==> src/rtl/decoder_scan.sv <==
// Registered N-to-2^N one-hot decoder with a valid/ready direct-load port and an auto-scan mode.
// Scan mode (SCAN state, dwell counter, wrap pulse) is built only when DECODER_SCAN_SCAN_EN is defined.
module decoder_scan #(
  parameter int N  = 4,
  parameter int DW = 8
) (
  input  logic              clk,
  input  logic              rst,
  input  logic              en,
  input  logic              mode,
  input  logic              in_valid,
  output logic              in_ready,
  input  logic [N-1:0]      in_idx,
  input  logic [DW-1:0]     dwell,
  output logic [(1<<N)-1:0] out,
  output logic [N-1:0]      idx,
  output logic              wrap
);
  localparam int M = 1 << N;

  typedef enum logic [1:0] {IDLE, HOLD, SCAN} state_t;

  state_t         state, state_d;
  logic [N-1:0]   idx_d;
  logic [M-1:0]   out_d;
  logic           accept;

`ifdef DECODER_SCAN_SCAN_EN
  logic [DW-1:0] cnt, cnt_d;
  logic          wrap_d;

  assign in_ready = en & ~mode;
  assign accept   = in_valid & in_ready;

  always_comb begin
    state_d = state;
    idx_d   = idx;
    cnt_d   = cnt;
    wrap_d  = 1'b0;
    if (!en) begin
      state_d = IDLE;
      idx_d   = '0;
      cnt_d   = '0;
    end else if (mode) begin
      if (state != SCAN) begin
        state_d = SCAN;
        idx_d   = '0;
        cnt_d   = '0;
      end else if (cnt >= dwell) begin
        // >= so a dwell lowered mid-step advances immediately instead of wrapping the counter
        cnt_d  = '0;
        idx_d  = idx + N'(1);
        wrap_d = (idx == '1);
      end else begin
        cnt_d = cnt + DW'(1);
      end
    end else if (accept) begin
      state_d = HOLD;
      idx_d   = in_idx;
      cnt_d   = '0;
    end else if (state == SCAN) begin
      state_d = IDLE;
      idx_d   = '0;
      cnt_d   = '0;
    end
  end

  always_ff @(posedge clk or posedge rst) begin
    if (rst) begin
      cnt  <= '0;
      wrap <= 1'b0;
    end else begin
      cnt  <= cnt_d;
      wrap <= wrap_d;
    end
  end
`else
  logic unused_cfg;
  assign unused_cfg = ^{mode, dwell};

  assign in_ready = en;
  assign accept   = in_valid & en;
  assign wrap     = 1'b0;

  always_comb begin
    state_d = state;
    idx_d   = idx;
    if (!en) begin
      state_d = IDLE;
      idx_d   = '0;
    end else if (accept) begin
      state_d = HOLD;
      idx_d   = in_idx;
    end
  end
`endif

  // Decode from next-state values so the one-hot output is itself a flop
  for (genvar i = 0; i < M; i++) begin : g_line
    assign out_d[i] = (state_d != IDLE) && (idx_d == N'(i));
  end

  always_ff @(posedge clk or posedge rst) begin
    if (rst) begin
      state <= IDLE;
      idx   <= '0;
      out   <= '0;
    end else begin
      state <= state_d;
      idx   <= idx_d;
      out   <= out_d;
    end
  end

endmodule

==> config.mk <==
export PLATFORM = sky130hd
export DESIGN_NAME = decoder_scan
export DESIGN_NICKNAME = d
export VERILOG_FILES = /design/src/rtl/decoder_scan.sv
export SDC_FILE = /design/constraint.sdc
export NUM_CORES = 1
export LEC_CHECK = 0
export ABC_AREA = 1
export CAP_MARGIN = 10
export CORE_MARGIN = 5
export CORE_UTILIZATION = 30
export DETAILED_ROUTE_END_ITERATION = 12
export PLACE_DENSITY_LB_ADDON = 0.05
export SYNTH_ARGS = -nofsm -noshare
export SYNTH_HDL_FRONTEND = slang
export SYNTH_SLANG_ARGS = --single-unit
==> constraint.sdc <==
create_clock -name clk -period 1.3 [get_ports clk]
set_clock_uncertainty 0.1 [all_clocks]
set_input_delay 0.13 -clock clk [delete_from_list [all_inputs] [get_ports clk]]
set_output_delay 0.13 -clock clk [all_outputs]
set_load 0.02 [all_outputs]
Word-level counts from Yosys, hierarchy flattened
Index checks and enable logic that the tools add are counted.

Flip-flop bits (word level): 22. Bits in latches: 0. Memory bits (writable): 0. Memory bits (read-only): 0. Bits of input ports: 17. Output and inout bits: 22. Memories: 0.

Add/sub/neg operators: 0. Multiply operators: 0. Divide/modulo/power cells: 0. Magnitude comparators: 0. Eq/ne operators: 15. Shift operators: 0. Muxes and demuxes: 4. Bitwise gates (word level): 1. Reduce and logical (&&, ||, !) cells: 18.

Operator list (number): 4-bit equality test, second input constant (8); 4-bit by 3-bit equality test with 1-bit output, second input constant (4); 1-bit logical AND (16); 4-bit by 2-bit equality test with 1-bit output, second input constant (2); 4-bit two-way mux (2); 4-bit by 1-bit equality test with 1-bit output, second input constant (1); 4-bit logical NOT (1); 2-bit two-way mux (2); 2-bit nonzero test (1); 1-bit AND (1).

Logic depth before layout (Yosys ltp)
Word-level depth: 5. Depth in mapped cells: 6. Gate-level depth less buffers: 6.

Worst setup path before layout
Ideal clock, no wire load.

Kind: flip-flop to flip-flop. Start: register idx[1]. End: register out[10]. Setup time: 72 ps. Arrival: 908 ps. Data required time: 1128 ps. Slack: 220 ps. Stages on the path, launching flop included: 7. Buffers on the path: 0. Path through: dfrtp_1 inv_1 nand2_2 nand2_2 nor2_2 nand3_2 nor2_1.

Word-level cells in the longest chain between the ends: 4.

Ends and longest elaborated chain: start, declared (line 16) `output logic [N-1:0] idx,`; start signal, assigned (line 110) `idx <= idx_d;`; 4-bit two-way mux (line 91) `end else if (accept) begin`; 4-bit two-way mux (line 88) `if (!en) begin`; via idx_d[1] (line 24) `logic [N-1:0] idx_d;`; 4-bit equality test (line 100) `assign out_d[i] = (state_d != IDLE) && (idx_d == N'(i));`; 1-bit logical AND (line 100); via out_d[10] (line 25) `logic [M-1:0] out_d;`; end signal, assigned (line 111) `out <= out_d;`; end, declared (line 15) `output logic [(1<<N)-1:0] out,`.

The timed path passes the listed nets, and every way through them passes these cells.

Worst setup path in the final report
Start: register out[7]. End: output port out[7].

No word-level cell between the ends.

==> impl_metrics.csv <==
group,metric,value,unit
worst_setup_path,crit_family,"flip-flops",
worst_setup_path,timing.critical_path.fanout_max,1,
yosys,synth_top_area_share,64.3,%
layout,final_area,0.00127,mm²
power_and_ir_drop,ir_drop,0.000574,V
placed_design,dp_cells,151,
cts,cts.root.buffer_cell,"sky130_fd_sc_hd__clkbuf_4",
layout,final_net_count,142,
placed_design,dp_hpwl,1450,µm
timing,layout_min_cycle_time,1240,ps
yosys,post_synth_main_area_contributors,"sky130_fd_sc_hd__dfrtp_1 (64%), sky130_fd_sc_hd__nand3_2 (7.0%), sky130_fd_sc_hd__nor2_1 (7.0%)",
power_and_ir_drop,leakage,0.000739,µW
global_route,number_of_antenna_violations_at_the_first_check_in_global_routing,0,
timing,max_clock_freq,806,MHz
detailed_routing,detailed_routing_iterations_pass_1,4,
global_route,grt_start_max_net_pins,23,
layout,final_util,46.4,%
yosys,synth-seq-cells,22,
global_route,first_global_vias,722,
run_status,outcome,"finished, final reports clean",
job,drv_cap,0,
worst_setup_path,critPathCaptureType,"primary output",
detailed_routing,detail_route.wl_per_cell,11.7,µm
timing,finalMaxSlewViolations,0,
global_route,wire_length_of_the_first_global_routing_pass,3190,µm
yosys,synth_most_common_cell,"sky130_fd_sc_hd__dfrtp_1",
timing,final-setup-viol-count,0,
worst_setup_path,critical-path-max-stage-delay,390,ps
cts,postCtsSetupRepairBufs,0,
worst_setup_path,crit_path_cell_trace,"dlygate4sd2_1",
power_and_ir_drop,power.share.switching,23.4,%
yosys,synthesis.area_per_instance,10.2,µm²
yosys,postSynth.asyncResetShare,100,%
placed_design,portBuffers,28,
power_and_ir_drop,clock_power_share,36.5,%
timing,hold_viol_final,0,
cts,cts_made_buffers,3,
detailed_routing,detail_route.wirelength,1820,µm
yosys,yosysSeqAreaShare,64.3,%
layout,final-instance-count-excl-fill,155,
worst_hold_path,timing.hold.worst.class,"input port to async pin",
placed_design,placement.cell_area,0.00123,mm²
yosys,synth.distinct_cells,13,
detailed_routing,drt.antenna.violating_nets,0,
layout,drive_above_1_share,25.0,%
floorplanning,fp.coreArea,0.00273,mm²
yosys,post_synth_inst_count,84,
worst_setup_path,path_class,"flip-flop to primary output",
power_and_ir_drop,seq_power_share,49.6,%
global_route,total_grt_overflow,0,
yosys,yosysTopAreaCell,"sky130_fd_sc_hd__dfrtp_1",
floorplanning,fp-row-count,19,
yosys,synthesis_warnings,0,
cts,tritoncts,"yes",
global_route,groute.usage.overall,10.0,%
worst_setup_path,cp.required,1070,ps
detailed_routing,drc_violations_left,0,
placed_design,place_congestion,0.756,
cts,numClockSinks,22,
power_and_ir_drop,internal_power,1090,µW
floorplanning,design.portCount,39,
timing,min_period_over_period,95.5,%
worst_setup_path,critPathSlowestCell,"sky130_fd_sc_hd__dfrtp_1",
power_and_ir_drop,switching_power,334,µW
yosys,postSynthNetCount,101,
cts,htree_levels,1,
yosys,synth_enable_flop_cells,0,
yosys,cell_area_after_synthesis,856,µm²
cts,worst_skew_pair.late_latency,300,ps
timing,unrepaired_setup_endpoints_after_global_routing,"false",
detailed_routing,per_cell_via_count_in_the_routed_design,4.27,
cts,worst_setup_hold_path_clk_slew,120,ps
worst_setup_path,critPathLaunchType,"flip-flop",
floorplanning,die_area,0.00402,mm²
power_and_ir_drop,p_comb_share,13.9,%
detailed_routing,vias,662,
power_and_ir_drop,power.density_cell_area,1130,mW/mm²
floorplanning,die_width,63.4,µm
detailed_routing,initial_drt_markers,5,
worst_setup_path,critPathArrivalTime,1010,ps
worst_setup_path,cp_num_buf_inv,1,
yosys,synth_top_cells_by_count,"sky130_fd_sc_hd__dfrtp_1 (22), sky130_fd_sc_hd__nor2_1 (16), sky130_fd_sc_hd__inv_1 (12)",
power_and_ir_drop,p_total,1430,µW
floorplanning,effective_utilization_at_floorplan,31.3,%
cts,clock_tree.buffer_depth,2,
cts,postCtsHoldBufs,0,
floorplanning,floorplan.die.height,63.4,µm
layout,antenna_cells,0,
layout,area_growth_syn_to_layout,48.2,%
yosys,synth_ff_type,"sky130_fd_sc_hd__dfrtp_1",
==> state kept, by name, indices dropped and copies added (netlist names) <==
| signal | count |
|---|---|
| idx | 4 |
| out | 16 |
| state | 2 |
==> final cells by class <==
cell class              instances  area [µm²]
inverters                      16        60.1
multi-input cells              44         230
clock buffers                   3        22.5
well taps                      31        38.8
repair buffers                 38         337
flip-flops and latches         22         551
fillers                       280        1470
clock inverters                 1        30.0
==> stage by stage <==
stage | worst slack, ps | TNS (ps) | hold WS [ps]
after global routing | 1.37 | 0 | 94.1
after floorplan | 220 | 0 | 19.2
after CTS | 25.7 | 0 | 46.6
final | 58.6 | 0 | 47.6
after detailed placement | -203 | -3270 | 385
after global placement | -197 | -2960 | 387
==> worst paths after layout <==
kind                       depth (start not counted)            endpoint  slack, ps          startpoint
setup / recovery                                   1              out[7]         60    out[7]$_DFF_PP0_
hold / removal                                     3   out[15]$_DFF_PP0_         50                 rst
setup reg to reg                                   4    out[5]$_DFF_PP0_        200  state[0]$_DFF_PP0_
hold reg to reg                                    3  state[0]$_DFF_PP0_        520  state[0]$_DFF_PP0_
max in group asynchronous                          3    out[8]$_DFF_PP0_        840                 rst
min in group clk                                   4  state[0]$_DFF_PP0_        270            in_valid
==> routing by layer <==
| metal | vias to the layer above | GRT usage (%) | routed length (µm) |
|---|---|---|---|
| met4 | 0 | 5.45 | 46 |
| met1 | 312 | 10.6 | 731 |
| met5 | - | 0 | 0 |
| met3 | 5 | 3.73 | 142 |
| met2 | 22 | 17.0 | 896 |
| li1 | 323 | - | - |
==> power by group through the flow <==
stage / combinational [µW] / sequential, µW / clock, µW
6_report: 198 / 709 / 522
5_1_grt: 219 / 712 / 572
4_1_cts: 201 / 709 / 536
3_5_place_dp: 212 / 723 / 0
3_3_place_gp: 212 / 722 / 0
2_1_floorplan: 89.5 / 743 / 0
==> cells in the final DEF, fill, tap and decap left out, types with 3 or more instances in the layout <==
cell / instances
sky130_fd_sc_hd__buf_4: 10
sky130_fd_sc_hd__clkbuf_4: 3
sky130_fd_sc_hd__clkdlybuf4s15_1: 4
sky130_fd_sc_hd__clkdlybuf4s50_1: 6
sky130_fd_sc_hd__dfrtp_1: 22
sky130_fd_sc_hd__dlygate4sd2_1: 17
sky130_fd_sc_hd__inv_1: 12
sky130_fd_sc_hd__inv_2: 4
sky130_fd_sc_hd__nand2_1: 10
sky130_fd_sc_hd__nand2_2: 5
sky130_fd_sc_hd__nand3_1: 3
sky130_fd_sc_hd__nand3_2: 6
sky130_fd_sc_hd__nor2_1: 16
==> cell families after synthesis <==
logic type / synth area share (%)
DFF: 64.3
other: 0.438
buffers and inverters: 8.77
and+or+nand+nor: 25.9
AOI/OAI and AO/OA: 0.584
==> what timing repair did <==
item                                    in CTS  in global routing
gates resized for setup                     21                  5
endpoints found under the setup margin      21                  5
hold endpoints to repair                     0                  0
(Power assumes the default switching activity.)
